## src/rtl/dest_reg_tracker.sv

```systemverilog
// -----------------------------------------------------------------------------
// dest_reg_tracker
//
// Producer side of the MIPS forwarding interface. Carries each instruction's
// destination-register tag from decode through EX, MEM and WB so the
// forwarding unit can compare against it. It also raises the load-use stall
// request when the instruction in ID reads the destination of a load in EX.
//
// Optional feature macro: DEST_TRACK_STATS_EN
//   When this macro is defined, the stall_count port and its saturating
//   counter are present. When it is undefined, both are removed.
//
// Ports
//   CLK            in   1   pipeline clock
//   nRST           in   1   asynchronous active-low reset
//   advance        in   1   pipeline enable (all latches move this cycle)
//   flush          in   1   branch/jump squash, bubbles EX on next advance
//   id_wsel        in   5   destination register of instruction in ID
//   id_regwen      in   1   instruction in ID writes the register file
//   id_memtoreg    in   1   instruction in ID is a load
//   id_rs, id_rt   in   5   source registers of instruction in ID
//   reg_wr_ex      out  5   EX-stage write tag (0 when no write)
//   reg_wr_mem     out  5   MEM-stage write tag (0 when no write)
//   reg_wr_wb      out  5   WB-stage write tag (0 when no write)
//   load_use_stall out  1   hold PC/IF-ID and bubble EX
//   stall_count    out  32  load-use stall cycles (DEST_TRACK_STATS_EN only)
// -----------------------------------------------------------------------------
module dest_reg_tracker (
  input  logic       CLK,
  input  logic       nRST,
  input  logic       advance,
  input  logic       flush,
  input  logic [4:0] id_wsel,
  input  logic       id_regwen,
  input  logic       id_memtoreg,
  input  logic [4:0] id_rs,
  input  logic [4:0] id_rt,
  output logic [4:0] reg_wr_ex,
  output logic [4:0] reg_wr_mem,
  output logic [4:0] reg_wr_wb,
  output logic       load_use_stall
`ifdef DEST_TRACK_STATS_EN
  ,
  output logic [31:0] stall_count
`endif
);

  typedef logic [4:0] regbits_t;

  // ID capture. Writes to $0 are never tracked, so a zero source can never
  // match a tracked tag.
  logic     cap_vld;
  logic     cap_load;
  regbits_t cap_tag;
  logic     bubble;

  // The load flag is only consulted while the instruction sits in EX. Once a
  // load reaches MEM, the forwarding unit covers it, so the flag is not
  // carried further down the pipe.
  logic     vld_p0, load_p0;
  regbits_t tag_p0;
  logic     vld_p1;
  regbits_t tag_p1;
  logic     vld_p2;
  regbits_t tag_p2;

  always_comb begin
    cap_vld  = id_regwen && (id_wsel != '0);
    cap_load = cap_vld && id_memtoreg;
    cap_tag  = cap_vld ? id_wsel : '0;
  end

  assign load_use_stall = vld_p0 && load_p0 &&
                          ((tag_p0 == id_rs) || (tag_p0 == id_rt));

  // A flush and a load-use stall in the same cycle collapse into one bubble.
  assign bubble = flush || load_use_stall;

  // ---- ID -> EX ----
  always_ff @(posedge CLK or negedge nRST) begin
    if (!nRST) begin
      vld_p0  <= 1'b0;
      load_p0 <= 1'b0;
      tag_p0  <= '0;
    end else if (advance) begin
      if (bubble) begin
        vld_p0  <= 1'b0;
        load_p0 <= 1'b0;
        tag_p0  <= '0;
      end else begin
        vld_p0  <= cap_vld;
        load_p0 <= cap_load;
        tag_p0  <= cap_tag;
      end
    end
  end

  // ---- EX -> MEM ----
  always_ff @(posedge CLK or negedge nRST) begin
    if (!nRST) begin
      vld_p1 <= 1'b0;
      tag_p1 <= '0;
    end else if (advance) begin
      vld_p1 <= vld_p0;
      tag_p1 <= tag_p0;
    end
  end

  // ---- MEM -> WB ----
  always_ff @(posedge CLK or negedge nRST) begin
    if (!nRST) begin
      vld_p2 <= 1'b0;
      tag_p2 <= '0;
    end else if (advance) begin
      vld_p2 <= vld_p1;
      tag_p2 <= tag_p1;
    end
  end

  assign reg_wr_ex  = vld_p0 ? tag_p0 : '0;
  assign reg_wr_mem = vld_p1 ? tag_p1 : '0;
  assign reg_wr_wb  = vld_p2 ? tag_p2 : '0;

`ifdef DEST_TRACK_STATS_EN
  function automatic logic [31:0] sat_inc(input logic [31:0] v);
    return (v == 32'hFFFF_FFFF) ? v : v + 32'd1;
  endfunction

  // Counts only stall cycles in which the pipeline actually moves, so a
  // stall held across non-advancing edges is counted once per bubble.
  always_ff @(posedge CLK or negedge nRST) begin
    if (!nRST) begin
      stall_count <= '0;
    end else if (advance && load_use_stall) begin
      stall_count <= sat_inc(stall_count);
    end
  end
`endif

endmodule

```

## config.mk

```make
export PLATFORM = sky130hd
export DESIGN_NAME = dest_reg_tracker
export DESIGN_NICKNAME = d
export VERILOG_FILES = /design/src/rtl/dest_reg_tracker.sv
export SDC_FILE = /design/constraint.sdc
export NUM_CORES = 1
export LEC_CHECK = 0
export CORE_MARGIN = 2
export CORE_UTILIZATION = 44
export DETAILED_ROUTE_END_ITERATION = 10
export PLACE_DENSITY_LB_ADDON = 0.15
export SYNTH_ARGS = -nofsm -noshare
export SYNTH_HDL_FRONTEND = slang
export SYNTH_SLANG_ARGS = --single-unit
```

## constraint.sdc

```tcl
create_clock -name CLK -period 2.28 [get_ports CLK]
set_input_delay 0.342 -clock CLK [delete_from_list [all_inputs] [get_ports CLK]]
set_output_delay 0.342 -clock CLK [all_outputs]
set_load 0.02 [all_outputs]
```

## Word-level counts from Yosys, hierarchy flattened

Cells that the tools add are included.

| operators by class | value |
|---|---|
| mux-type cells | 7 |
| reductions and logical operators | 7 |
| equality and inequality tests | 2 |

Operators with widths:

| operator | count |
|---|---|
| 5-bit two-way mux | 5 |
| 5-bit equality test | 2 |
| 5-bit nonzero test | 1 |
| 1-bit logical AND | 4 |
| 1-bit logical OR | 2 |
| 1-bit two-way mux | 2 |

| word-level totals | value |
|---|---|
| output and inout bits | 16 |
| register bits after elaboration | 19 |
| word-level logic and storage cells | 23 |
| bits of input ports | 21 |

## Longest topological paths before layout

| depth | value |
|---|---|
| word-level depth | 5 |
| gate-level depth with buffers | 4 |
| mapped depth without buffers | 4 |

## Worst setup path before layout

No wires, ideal clock.

| timing path | value |
|---|---|
| path kind | reg2out |
| start | reg tag_p0[2] |
| end | out load_use_stall |
| path buffers | 0 |
| required time | 1938 ps |
| path slack | 843 ps |
| data arrival time | 1095 ps |
| stages on the path, launching flop included | 4 |
| cell sequence | dfrtp_1 -> xnor2_1 -> nand4_1 -> o22ai_2 |

| between the ends | value |
|---|---|
| word-level cells in the longest chain between the ends | 3 |
| elaborated cells on any way between the ends | 4 |
| classes of those cells | eq/ne (2); reduce/logical (2) |

RTL lines:

| what | RTL line | text |
|---|---|---|
| from (decl) | 61 | `regbits_t tag_p0;` |
| from (signal assigned) | 93 | `tag_p0 <= cap_tag;` |
| 5-bit equality test | 74 | `((tag_p0 == id_rs) \|\| (tag_p0 == id_rt));` |
| 1-bit logical OR * | 74 |  |
| 1-bit logical AND * | 73 | `assign load_use_stall = vld_p0 && load_p0 &&` |
| to (decl) | 41 | `output logic load_use_stall` |

Mark *: on every way between the ends. The rest lies on a longest branch, timed or not.

## Worst setup path in the final report

| timing path | value |
|---|---|
| start | in id_rs[2] |
| end | out load_use_stall |

| between the ends | value |
|---|---|
| word-level cells in the longest chain between the ends | 3 |

RTL lines:

| what | RTL line | text |
|---|---|---|
| from (decl) | 36 | `input logic [4:0] id_rs,` |
| 5-bit equality test | 74 |  |
| 1-bit logical OR | 74 |  |
| 1-bit logical AND | 73 |  |

No other way between the ends.

==> out/qor.yml <==
crit_arrival_ns: 1.64
synth_common_cells: "dfrtp_1, mux2_2, and2_1, xnor2_1"
portBuffers: 36
cp-start-kind: "input port"
skew_ns: 0.00693
grt_pass1_vias: 840
power_density_nw_per_um2: 506
p_sw_frac: 0.265
ys_seq_area_frac: 0.492
viasPerCell: 5.08
cts_resized: 1
clockBufferDepth: 2
power_frac_comb: 0.210
core_um2: 2020
tns_ns: 0
yosys_warnings: 0
worst_setup_path_end_kind: "primary output"
diodes: 0
root_buffer: "clkbuf_4"
drt_pass1_iterations: 4
whs_ns: 0.369
cap_violations: 0
synth_edf_count: 0
yosysMostFrequentCell: "dfrtp_1"
postSynthCellCount: 88
synth_top_cell_area_share: 0.492
grt_overflow_total: 0
place_hpwl_um: 1650
vdd_drop_max_uv: 491
status: "completed"
syn_to_final_growth_pct: 44.3
clk_pin_slew_worst_paths_ns: 0.11
antenna_found_initial: 0
holdCritPathClass: "in -> async"
slowest_stage: "clkdlybuf4s50_1"
max-slew-margin-rel: 0.773
reg2reg_from: "tag_p0[2]"
drive_above_1_share: 0.172
hold_viol: 0
seqPwrFrac: 0.555
power_uw: 706
synthArstFlopShare: 1.00
vias: 788
cts_setup_buffers: 0
ios: 37
rr_endpoint: "tag_p0[3]"
grt_usage: 0.197
synth.distinct_cells: 16
yosysTopAreaCell: "dfrtp_1"
numCtsBuffers: 3
die_y_um: 50.9
path_delay_family: "buffers and inverters"
ant_nets: 0
dieArea_um2: 2590
slew_violations: 0
clock-sinks: 19
final_core_utilization: 0.689
syn-num-nets: 109
r2r_cells: 5
drtIter0Drc: 9
critical_path_required_ns: 1.94
path_buf_inv: 2
ys.flop_type: "dfrtp_1"
synthTopCellsByArea: "dfrtp_1, mux2_2, xnor2_1"
synth.avg_cell_area_um2: 11.0
drcViolationCount: 0
insertion_delay_ns: 0.30
reg2reg_slack_ns: 0.92
max_freq_mhz: 504
crit_chain: "clkdlybuf4s50_1 -> xnor2_1 -> nand4_1 -> o22ai_2 -> dlygate4sd2_1"
ys_seq_elements: 19
post-route-period-util: 0.871
clockPowerShare: 0.235
start_util: 0.478
grt_max_degree: 27
die_width_um: 50.9
rsz0062_at_grt: "no"
leakage_uw: 0.000577
crit_start: "id_rs[2]"
crit_type: "in -> out"
internal_power_uw: 519
crit_fanout: 2
cts-htree-levels: 1
wire_per_inst_um: 13.9
worstMarginPinSlew_ns: 0.339
power_switching_uw: 187
timing.final.crit_period_ns: 1.99
hold_buffers: 0
setup_viol: 0
place.gp.congestion: 0.736
synth_area_um2: 966
final_nets: 150
core.rowCount: 16
max_stage_delay_ns: 0.42
grt_pass1_wl_um: 3750
cts_tree: "built"
routed_wl_um: 2160
## cell type report
cell class | instances | area (um2)
Tap cell | 27 | 33.8
Clock buffer | 3 | 22.5
Clock inverter | 1 | 5.00
Inverter | 7 | 26.3
Timing Repair Buffer | 39 | 382
Fill cell | 168 | 628
Sequential cell | 19 | 475
Multi-Input combinational cell | 59 | 449
## flip-flops by register name, indices dropped and copies added (netlist names)
| signal | count |
|---|---|
| tag_p0 | 5 |
| tag_p1 | 5 |
| vld_p0 | 1 |
| vld_p2 | 1 |
| tag_p2 | 5 |
| vld_p1 | 1 |
| load_p0 | 1 |
## cells in the final DEF, fill, tap and decap left out, types with 5 or more instances in the layout
| master | netlist | routed |
|---|---|---|
| dfrtp_1 | 19 | 19 |
| inv_1 | 7 | 7 |
| nand3_1 | 7 | 7 |
| mux2_2 | 12 | 12 |
| xnor2_1 | 10 | 10 |
| clkdlybuf4s50_1 | 0 | 35 |
| and2_1 | 10 | 10 |
| o22ai_1 | 6 | 6 |
| nor2_1 | 5 | 5 |
## kinds of logic after synthesis
| family | count (synthesis) | share of synthesized area |
|---|---|---|
| compound gates | 9 | 0.0725 |
| xor+xnor | 10 | 0.0907 |
| buf+inv | 10 | 0.0427 |
| flops | 19 | 0.492 |
| mux | 12 | 0.140 |
| simple gates | 28 | 0.162 |
## power groups by stage
stage	Sequential (uW)	Combinational (uW)	Clock [uW]
after global routing	398	162	190
after global placement	397	145	0
after detailed placement	400	148	0
after floorplan	388	78.8	0
after CTS	393	150	175
final	392	148	166
## per-stage QoR
| stage | cells | instance area (um2) | setup WS [ns] |
|---|---|---|---|
| floorplan | 88 | 966 | 0.843 |
| global placement | 151 | 1370 | 0.0441 |
| detailed placement | 151 | 1370 | 0.0160 |
| CTS | 155 | 1390 | 0.276 |
| global route | 155 | 1390 | 0.194 |
| finish | 155 | 1390 | 0.294 |
## layer usage
metal / share of wire / vias to the layer above / track usage / routed length [um]
li1: - / 382 / - / -
met4: 0.012 / 0 / 0.0541 / 27
met1: 0.44 / 375 / 0.254 / 961
met2: 0.49 / 27 / 0.331 / 1050
met5: 0 / - / 0 / 0
met3: 0.056 / 4 / 0.0497 / 121
## worst max-delay path by stage
stage | endpoint | slack, ns | cells after the start
6_report | load_use_stall | 0.29 | 5
3_3_place_gp | load_use_stall | 0.04 | 5
3_5_place_dp | load_use_stall | 0.02 | 5
4_1_cts | load_use_stall | 0.28 | 5
2_1_floorplan | load_use_stall | 0.84 | 3
5_1_grt | load_use_stall | 0.19 | 4
Power figures use the tool's default switching activity.
